[src/rtl/trivium_rx_decrypt.sv]
// Receive-side Trivium decryptor: eight keystream steps per clock XORed onto a valid/ready byte stream.
// Optional byte_count output (pt handshake counter) is built when TRIV_RX_BYTE_COUNT_EN is defined.
module trivium_rx_decrypt #(
    parameter logic [79:0] KEY          = 80'h9719CFC92A9FF688F9AA,
    parameter logic [79:0] IV           = 80'hECBB76B09AFF71D0D151,
    parameter int          WARMUP_STEPS = 1152
) (
    input  logic        clk,
    input  logic        rst,
    input  logic        resync,
    input  logic        ct_valid,
    input  logic [7:0]  ct_data,
    output logic        ct_ready,
    output logic        pt_valid,
    output logic [7:0]  pt_data,
    input  logic        pt_ready,
    output logic        ks_live
`ifdef TRIV_RX_BYTE_COUNT_EN
    ,
    output logic [31:0] byte_count
`endif
);

    localparam int               WARMUP_CYCLES = WARMUP_STEPS / 8;
    localparam int               CNT_W         = (WARMUP_CYCLES > 1) ? $clog2(WARMUP_CYCLES) : 1;
    localparam logic [CNT_W-1:0] CNT_LAST      = CNT_W'(WARMUP_CYCLES - 1);
    localparam logic [287:0]     LOAD_STATE    = {KEY, 13'b0, IV, 112'b0, 3'b111};

    typedef enum logic {WARMUP, RUN} state_t;

    state_t           state_q, state_d;
    logic [CNT_W-1:0] warmCnt_q, warmCnt_d;
    logic [287:0]     trivState_q, trivState_d;
    logic             ptValid_q, ptValid_d;
    logic [7:0]       ptData_q, ptData_d;
    logic [287:0]     trivNext;
    logic [7:0]       ksByte;

    function automatic logic trivZ(input logic [287:0] s);
        return s[222] ^ s[195] ^ s[126] ^ s[111] ^ s[45] ^ s[0];
    endfunction

    function automatic logic [287:0] trivStep(input logic [287:0] s);
        logic t1, t2, t3;
        t1 = s[222] ^ s[195] ^ (s[196] & s[197]) ^ s[117];
        t2 = s[126] ^ s[111] ^ (s[112] & s[113]) ^ s[24];
        t3 = s[45]  ^ s[0]   ^ (s[2]   & s[1])   ^ s[219];
        return {t3, s[287:196], t1, s[194:112], t2, s[110:1]};
    endfunction

    // Step k of the chain supplies keystream bit k, so bit 0 is the oldest output.
    always_comb begin
        trivNext = trivState_q;
        ksByte   = '0;
        for (int k = 0; k < 8; k++) begin
            ksByte[k] = trivZ(trivNext);
            trivNext  = trivStep(trivNext);
        end
    end

    always_comb begin
        state_d     = state_q;
        warmCnt_d   = warmCnt_q;
        trivState_d = trivState_q;
        ptValid_d   = ptValid_q;
        ptData_d    = ptData_q;
        ct_ready    = 1'b0;
        if (resync) begin
            state_d     = WARMUP;
            warmCnt_d   = '0;
            trivState_d = LOAD_STATE;
            ptValid_d   = 1'b0;
            ptData_d    = '0;
        end else begin
            unique case (state_q)
                WARMUP: begin
                    trivState_d = trivNext;
                    warmCnt_d   = warmCnt_q + CNT_W'(1);
                    if (warmCnt_q == CNT_LAST) begin
                        state_d = RUN;
                    end
                end
                RUN: begin
                    // The cipher only advances on an accepted byte, keeping both link ends in lockstep.
                    ct_ready = !rst && (!ptValid_q || pt_ready);
                    if (ct_valid && ct_ready) begin
                        ptData_d    = ct_data ^ ksByte;
                        ptValid_d   = 1'b1;
                        trivState_d = trivNext;
                    end else if (pt_ready) begin
                        ptValid_d = 1'b0;
                    end
                end
                default: ;
            endcase
        end
    end

    always_ff @(posedge clk) begin
        if (rst) begin
            state_q     <= WARMUP;
            warmCnt_q   <= '0;
            trivState_q <= LOAD_STATE;
            ptValid_q   <= 1'b0;
            ptData_q    <= '0;
        end else begin
            state_q     <= state_d;
            warmCnt_q   <= warmCnt_d;
            trivState_q <= trivState_d;
            ptValid_q   <= ptValid_d;
            ptData_q    <= ptData_d;
        end
    end

    assign pt_valid = ptValid_q;
    assign pt_data  = ptData_q;
    assign ks_live  = (state_q == RUN);

`ifdef TRIV_RX_BYTE_COUNT_EN
    logic [31:0] byteCount_q, byteCount_d;

    always_comb begin
        byteCount_d = byteCount_q;
        if (resync) begin
            byteCount_d = '0;
        end else if (ptValid_q && pt_ready) begin
            byteCount_d = byteCount_q + 32'd1;
        end
    end

    always_ff @(posedge clk) begin
        if (rst) begin
            byteCount_q <= '0;
        end else begin
            byteCount_q <= byteCount_d;
        end
    end

    assign byte_count = byteCount_q;
`endif

endmodule

[config.mk]
export PLATFORM = sky130hd
export DESIGN_NAME = trivium_rx_decrypt
export DESIGN_NICKNAME = d
export VERILOG_FILES = /design/src/rtl/trivium_rx_decrypt.sv
export SDC_FILE = /design/constraint.sdc
export NUM_CORES = 1
export LEC_CHECK = 0
export ABC_AREA = 1
export CAP_MARGIN = 40
export CORE_MARGIN = 2
export CORE_UTILIZATION = 33
export DETAILED_ROUTE_END_ITERATION = 6
export RECOVER_POWER = 100
export SYNTH_ARGS = -nofsm -noshare
export SYNTH_HDL_FRONTEND = slang
export SYNTH_SLANG_ARGS = --single-unit
[constraint.sdc]
create_clock -name clk -period 3.7 [get_ports clk]
set_input_delay 0.555 -clock clk [delete_from_list [all_inputs] [get_ports clk]]
set_output_delay 0.555 -clock clk [all_outputs]
set_load 0.02 [all_outputs]
# Yosys cells after proc, flatten, opt, wreduce, memory -nomap -nowiden
# Cells that the tools add are included.
[totals] inputBits=13 ff_bits=306 output_inout_bits=11
[op_classes] reduce_logical=9 eq_ne=2 muxes=8 add_sub_neg=1 bitwise_logic=130
[ops] cell="288-bit one-hot mux with 2 select lines" n=1
[ops] cell="288-bit two-way mux" n=1
[ops] cell="1-bit XOR" n=104
[ops] cell="1-bit AND" n=24
[ops] cell="8-bit by 1-bit adder with 8-bit output, second input constant" n=1
[ops] cell="8-bit equality test, second input constant" n=1
[ops] cell="8-bit XOR" n=1
[ops] cell="1-bit two-way mux" n=6
[ops] cell="2-bit AND reduction" n=2
[ops] cell="1-bit logical AND" n=2
[ops] cell="1-bit zero test" n=2
[ops] cell="2-bit by 1-bit inequality test with 1-bit output, second input constant" n=1
[ops] cell="2-bit nonzero test" n=1
[ops] cell="2-bit OR reduction" n=1
[ops] cell="1-bit logical OR" n=1
[ops] cell="1-bit NOT" n=1

# Longest topological paths before layout
[depth] depth_word=6 mapped_depth=10

# Least setup slack after synthesis
# OpenSTA, ideal clock, no wires.
[synth_path] path_type="input port to output port" startpoint="input rst" endpoint="output ct_ready" slack_ns=1.599 cell_stages=5 arrival_time_ns=1.546 t_required_ns=3.145 cell_sequence="nor2_1 -> buf_4 -> inv_2 -> clkbuf_1 -> nor3_1"
[synth_between] elab_chain_cells=4
[synth_rtl] item="start: declaration" line_no="9" rtl="input logic rst,"
[synth_rtl] item="1-bit zero test" line_no="85" rtl="ct_ready = !rst && (!ptValid_q || pt_ready);"
[synth_rtl] item="1-bit logical AND" line_no="85"
[synth_rtl] item="1-bit two-way mux" line_no="75" rtl="unique case (state_q)"
[synth_rtl] item="1-bit two-way mux" line_no="68" rtl="if (resync) begin"
[synth_rtl] item="end: declaration" line_no="13" rtl="output logic ct_ready,"
# Every way passes these cells.

# Worst setup path after layout
[layout_path] startpoint="input rst" endpoint="register trivState_q[38]"
[layout_between] elab_chain_cells=4 elab_cells_between_ends=5 classes_between="eq/ne: 1; reduce/logical: 4"
[layout_rtl] item="1-bit zero test" line_no="85"
[layout_rtl] item="1-bit logical AND" line_no="85"
[layout_rtl] item="1-bit logical AND" line_no="86" rtl="if (ct_valid && ct_ready) begin"
[layout_rtl] item="2-bit by 1-bit inequality test with 1-bit output (no source line)"
[layout_rtl] item="end signal: assignment" line_no="109" rtl="trivState_q <= trivState_d;"
[layout_rtl] item="end: declaration" line_no="33" rtl="logic [287:0] trivState_q, trivState_d;"
# Several ways; a longest one is shown, not always the timed one.
# A chain may end at the register's enable or synchronous reset.

==> out/results.ini <==
[power_and_ir_drop]
powerDensity_nw_per_um2 = 507
ir_drop_mv = 0.361
internal-power_mw = 5.40
p_clk_frac = 0.465
p_comb_frac = 0.040
p_sw_frac = 0.217
p_leak_nw = 5.56
p_switching_mw = 1.50
seqPwrFrac = 0.495

[setup_path]
critPathBufInv = 2
end_kind = flop
slowest_delay_ps = 940
crit_arrival_ps = 3290
r2r_slack_ps = 1060
start_kind = input port
cp_top_family = buffers and inverters
rr_endpoint = trivState_q[6]
cp_max_fo = 62
r2r_start = pt_valid
crit_start = rst
cp_data_required_time_ps = 4120
cp_cell_sequence = dlygate4sd3_1 > nor2_2 > o21ai_2 > nand2_2 > clkbuf_2 > o21ai_0 > a21oi_1
crit_path_end = trivState_q[38]
slowest_stage = clkbuf_2
crit_cells = 7
critical_path_class = in -> reg
r2r_cells = 7

[timing]
setup_viol = 0
hold_viol = 0
relSlewSlack = 0.201
drv_slew = 0
fin_crit_ps = 2870
fin_setup_tns_ps = 0
clock_skew_ps = 20.2
rsz0062_at_grt = false
tightest_slew_ps = 1200
finalCritPeriodShare = 0.775
timing.hold.ws_ps = 452
fmax_mhz = 349

[die]
core_um2 = 36300
fp-row-count = 70
io_pins = 24
initial_core_util = 0.332
die_w_um = 195
die_h_um = 195
die_area_um2 = 38100

[route]
wl_met1_um = 12900
wl_met2_um = 11400
top_layer = met4
drtIter0Drc = 722
drc = 0
vias_per_cell = 4.65
vias = 9821
ant_nets = 0
met3_length_um = 1060
routedWlPerCell_um = 12.4
firstDrtPassIters = 5
drt-total-wl_um = 26100

[logic_synthesis]
synth.area.top_cells = dfxtp_1, nand2_1, nor2_1
async_flop_share = 0
synthTopCellsByCount = nand2_1, dfxtp_1, nor2_1, o21ai_0, nand3_1
ys_types = 27
synth_top_area_cell = dfxtp_1
synth.net_count = 1657
synth.avg_cell_area_um2 = 7.34
yosysMostFrequentCell = nand2_1
synth.yosys.seq_area_share = 0.508
synth-edff-count = 0
yosys_warnings = 0
synth_area_um2 = 12100
synth_top_area_frac = 0.508
synthFlopType = dfxtp_1
ys_ff_latch = 306
synthCells = 1643

[finish]
insertedDiodeCount = 0
nNetsFinal = 1633
drive_gt1_frac = 0.0414
syn2layout_area_growth_pct = 12.8
postLayoutCoreUtil = 0.375

[clocking]
clock_sinks = 306
clockBufferDepth = 3
cts-root-buf = clkbuf_16
cts_htree_levels = 2
cts_tree = built
cts_hold_buf = 0
post_cts_buffers = 0
insertion_delay_ps = 510
cts_buffers = 34
post_cts_resized = 0
clk_pin_slew_worst_paths_ps = 60

[place]
gp_congestion = 0.792
dpl.hpwl_um = 16200
port_buffers = 23

[global_route]
antenna_found_initial = 0
grt_pass1_vias = 9107
grt_pass1_wl_um = 44300
track_usage = 0.138
grt.overflow.total = 0
grt_max_degree = 228

[job]
max_cap_viol_count = 0

[worst_hold_path]
hp-class = reg -> reg

[outcome]
status = complete, no violations

power by group through the flow:
stage	registers, mW	clock network (mW)	logic (mW)
2_1_floorplan	3.47	0	0.207
3_3_place_gp	3.49	0	0.270
3_5_place_dp	3.49	0	0.278
4_1_cts	3.42	3.29	0.280
5_1_grt	3.43	3.41	0.320
6_report	3.42	3.21	0.274
layer usage:
metal	global-route usage	vias up
li1	-	5195
met1	0.192	4438
met2	0.216	141
met3	0.0231	47
met4	0.0495	0
met5	0	-
worst register-to-register path: stages (launching register included):
cell and delay (ps):
dfxtp_1 330, inv_2 50, o21ai_2 190, nand2_2 500, inv_8 470, clkbuf_2 680, o21ai_0 170, a21oi_1 160
final cells by class:
| class | instances | area, um^2 |
|---|---|---|
| Fill cell | 3840 | 22700 |
| Sequential cell | 306 | 6130 |
| Multi-Input combinational cell | 1150 | 5110 |
| Clock buffer | 51 | 996 |
| Tap cell | 468 | 586 |
| Timing Repair Buffer | 36 | 363 |
| Inverter | 91 | 349 |
| Clock inverter | 8 | 68.8 |
state kept, by name (all words and copies together) (netlist names):
signal,count
trivState_q,288
pt_data,8
warmCnt_q,8
ks_live,1
pt_valid,1
worst min path at each step:
stage	start	to	slack, ps	cells after the start
after CTS	trivState_q[234]	trivState_q[234]	460	2
after global placement	trivState_q[209]	trivState_q[209]	430	2
final	trivState_q[242]	trivState_q[242]	450	2
after detailed placement	trivState_q[234]	trivState_q[234]	440	2
after global routing	trivState_q[154]	trivState_q[154]	470	2
after floorplan	trivState_q[139]	trivState_q[139]	420	2
per-stage QoR:
step                total power, mW  std cells  instance area, um^2  setup slack [ps]
CTS                            6.98       2110                13600              1070
detailed placement             3.77       2051                12600               989
finish                         6.90       2110                13600               834
global placement               3.76       2051                12600              1010
global route                   7.16       2110                13600               511
floorplan                      3.68       1643                12100              1600
placed cells by master, fill, tap and decap left out:
cell type and count:
clkdlybuf4s50_1 11, ha_1 1, clkbuf_2 3, o211ai_1 5, clkbuf_16 35, nor3b_1 1
inv_1 87, o21ai_1 6, o21a_1 8, nand2_2 1, o21ai_0 214, xor2_1 31
buf_4 4, nand2_1 405, bufinv_16 1, buf_12 4, clkbuf_1 12, xnor2_1 9
dlygate4sd3_1 12, dfxtp_1 306, inv_2 3, a21oi_1 89, clkbuf_8 6, nand3_1 98
inv_8 1, inv_6 1, nor2_1 275, nor4_1 1, clkinv_2 6, nor2_2 2
nor3_1 3, o21ai_2 1
cells by family (layout without fill, tap and decap cells):
group	count (synthesis)	in the layout	share of synthesized area
xor+xnor	40	40	0.0291
fa+ha+maj	1	1	0.00104
buf+inv	187	186	0.0678
compound gates	323	323	0.137
flops	306	306	0.508
simple gates	786	786	0.257
(Power assumes the default switching activity.)
==> edit 1, RTL diff (same flow settings) <==
Set the parameter `WARMUP_STEPS` to 576 (it was 1152).
--- a/src/rtl/trivium_rx_decrypt.sv
+++ b/src/rtl/trivium_rx_decrypt.sv
@@ -5,3 +5,3 @@
     parameter logic [79:0] IV           = 80'hECBB76B09AFF71D0D151,
-    parameter int          WARMUP_STEPS = 1152
+    parameter int          WARMUP_STEPS = 576
 ) (
Check against the original RTL: no difference found for any inputs over 10 cycles, from zero or initial values; that may be too few to reach the edited logic, so the function may still have changed.
==> edit 1 against the original RTL <==
- worst setup slack worse by 0.076 ns
- the run now ends with capacitance limit, slew limit left
- sequential cell count down 1
- via count is 0.75% lower
- sequential power hardly changed
- cell count is 0.85% lower
- power is 1.9% lower
- synthesized area shrank 0.69%
- cell area is 0.91% lower
- register-to-register slack better by 0.04 ns
- critical path depth down 2
- routed wire length fell by 1.0%
==> edit 1: results (changes against the original RTL) <==
status finished with violations; failing checks capacitance limit, slew limit; Multi-input gate area 5097 sq um (-0.17%); Detailed Place HPWL 16,130 microns (-0.40%); met3 Track Usage GR 0.02186 (-0.001280); count of non-CTS buffers in the layout 39 (+8.3%); initial DRC count 705 (-2.4%); fillers 3,705 (-3.5%); Slew headroom -0.1802 (-0.3816); max_cap viols 2 (+2); skew final 0.01520 ns (-0.004986 ns); Hold EP trivState_q[209]; crit path max fanout 188 (+200%); count of non-filler cells in the finished layout 2,092 (-0.85%); via count 9,747 (-0.75%); Non-clk invs 87 (-4.4%); RR Endpoint trivState_q[218]; first-pass GRT wire length 43,650 microns (-1.4%); reg2reg setup slack 1.10 ns (+0.04 ns); Skew-Pair Late Insertion Delay 0.55 ns (+0.04 ns); final slew viol count 450 (+450); met2 Track Usage GR 0.2111 (-0.005066); Post-synth top cells nand2_1 (403), dfxtp_1 (305), nor2_1 (274), o21ai_0 (200), nand3_1 (98); Post-Synth XOR/XNOR Area 0.02926 (+0.0002005); leakage power 5.498 nW (-1.2%); post-synth cell types 28 (+3.7%); #MultiIn Comb 1,145 (-0.43%); clk_buf instances 48 (-5.9%)
edit 1: changes by cell type after synthesis, sizes merged:
cell,change
buf,+8
clkbuf,-8
inv,-4
nand2,-2
dfxtp,-1
nand4,+1
nor2,-1
nor3,-1
nor4,-1
o21a,-1
o21ai,-1
o22ai,+1
edit 1: critical path: stages:
cell and delay [ns]:
clkdlybuf4s50_1 0.43, nor2_1 0.22, clkbuf_4 1.23, o21ai_0 0.50
a21oi_1 0.24
edit 1: metrics by stage:
stage | cell area [sq um] | setup slack, ns
after floorplan | 11970 | 1.599
after global placement | 12500 | 0.9547
after detailed placement | 12530 | 0.9348
after CTS | 13530 | 1.036
after global routing | 13470 | 0.5130
final | 13470 | 0.7574
edit 1: power breakdown:
part | switching (mW) | internal [mW] | leakage, nW | total, mW
clock | 1.23 | 1.84 | 0.490 | 3.08
combinational | 0.178 | 0.105 | 2.52 | 0.283
sequential | 0.0449 | 3.36 | 2.49 | 3.41
total | 1.46 | 5.31 | 5.50 | 6.77
==> edit 2, RTL diff (config.mk and constraints unchanged) <==
Without the edit above. `ptData_q` no longer has a reset.
--- a/src/rtl/trivium_rx_decrypt.sv
+++ b/src/rtl/trivium_rx_decrypt.sv
@@ -104,3 +104,2 @@
             ptValid_q   <= 1'b0;
-            ptData_q    <= '0;
         end else begin
@@ -110,4 +109,7 @@
             ptValid_q   <= ptValid_d;
-            ptData_q    <= ptData_d;
         end
+    end
+
+    always_ff @(posedge clk) begin
+        ptData_q <= ptData_d;
     end
Check against the original RTL: no difference found for any inputs over 10 cycles, from zero or initial values; that may be too few to reach the edited logic, so the function may still have changed.
==> edit 2 against the original RTL <==
- cell count grew 1.9%
- cell area grew 2.0%
- power rose by 4.9%
- synthesized area up 1.9%
- worst setup slack better by 0.071 ns
- sequential cell count did not move
- largest power group is now clock
- core utilization is 0.37 points higher
- routed wire length is 5.0% higher
- critical path depth is 2 higher
==> edit 2: results (changes against the original RTL) <==
status completed; crit path max fanout 80 (+29%); Multi-input gate area 5137 sq um (+0.61%); critical path startpoint pt_ready; reg2reg setup slack 1.20 ns (+0.14 ns); CP endpoint trivState_q[126]; initial DRC count 779 (+7.9%); count of non-CTS buffers in the layout 37 (+2.8%); leakage power 5.707 nW (+2.6%); top post-synthesis cells by area dfxtp_1 (50%), nand2_1 (14%), o21ai_0 (9.0%); Syn Inst Count 1,682 (+2.4%); Ant. Diodes 0 (unchanged); comb pwr 0.279 mW (+2%); via count 10,000 (+1.8%); Total GRT Usage 0.1418 (+0.003678); DR WL/cell 12.75 microns (+3.1%); clk_buf instances 50 (-2.0%); sequential fraction of the synthesis area 0.4988 (-0.009372); clock share of power 0.489 (+0.024); Seq cells 306 (unchanged); register clock-pin slew on the reported worst setup and hold paths 0.06 ns (about the same); clk cell area share 0.08647 (+0.008145); Hold Worst Slack 0.4489 ns (-0.003382 ns); Total Power 7.235 mW (+4.9%); Detailed Place HPWL 17,240 microns (+6.5%); share of cells above drive strength 1 0.04221 (+0.0007987); Final min period 2.795 ns (-0.07089 ns); VDD IR-drop max 0.2417 mV (-33%); Data buffer area share 0.02762 (+0.0009287); Hold EP trivState_q[180]; min-delay src trivState_q[188]; DP Worst Slack 1.016 ns (+0.02693 ns); slowest stage cell on the critical path clkbuf_1; proportion of cell area occupied by registers 0.4419 (-0.008702); Core ar. 36,610 sq um (+0.97%); Post-synth top cells nand2_1 (442), dfxtp_1 (306), nor2_1 (247), o21ai_0 (221), inv_1 (110); post-synth cell types 29 (+7.4%); largest net degree at the start of global routing 248 (+8.8%); fillers 3,742 (-2.6%); Final Wtd Congestion 0.8424 (+6.4%); first-pass GRT wire length 45,820 microns (+3.4%); Cell Area, Placed 12,710 sq um (+1.1%); Arrival @ worst endpoint 3.24 ns (-0.05 ns); Non-clk invs 113 (+24%); dpl cells 2,091 (+2.0%); Slew headroom 0.1337 (-0.06760); power density over the cells 522.0 nW/um^2 (+2.9%); #MultiIn Comb 1,167 (+1.5%)
==> edit 2: cell count changes after synthesis, sizes merged, moves of 2 or more <==
cell / delta
a21oi: +15
buf: +23
clkbuf: -23
inv: +22
nand2: +38
nand3: +5
nor2: -29
o21a: -2
xnor2: -6
xor2: -7
==> edit 2: routing by layer <==
metal,track usage,vias to the layer above,part of all wire
met5,0,-,0
met4,0.04706,0,0.023
met3,0.02053,37,0.038
met2,0.2187,142,0.44
met1,0.2029,4506,0.50
li1,-,5317,-
==> edit 2: cell families (layout without fill, tap and decap cells) <==
family	count (synthesis)	after routing	synth area share
buffers and inverters	209	209	0.08171
adder cells (fa/ha/maj)	1	1	0.001019
AND/OR/NAND/NOR	802	802	0.2594
AO/OA/AOI/OAI	337	337	0.1398
XOR/XNOR	27	27	0.01926
flip-flops	306	306	0.4988
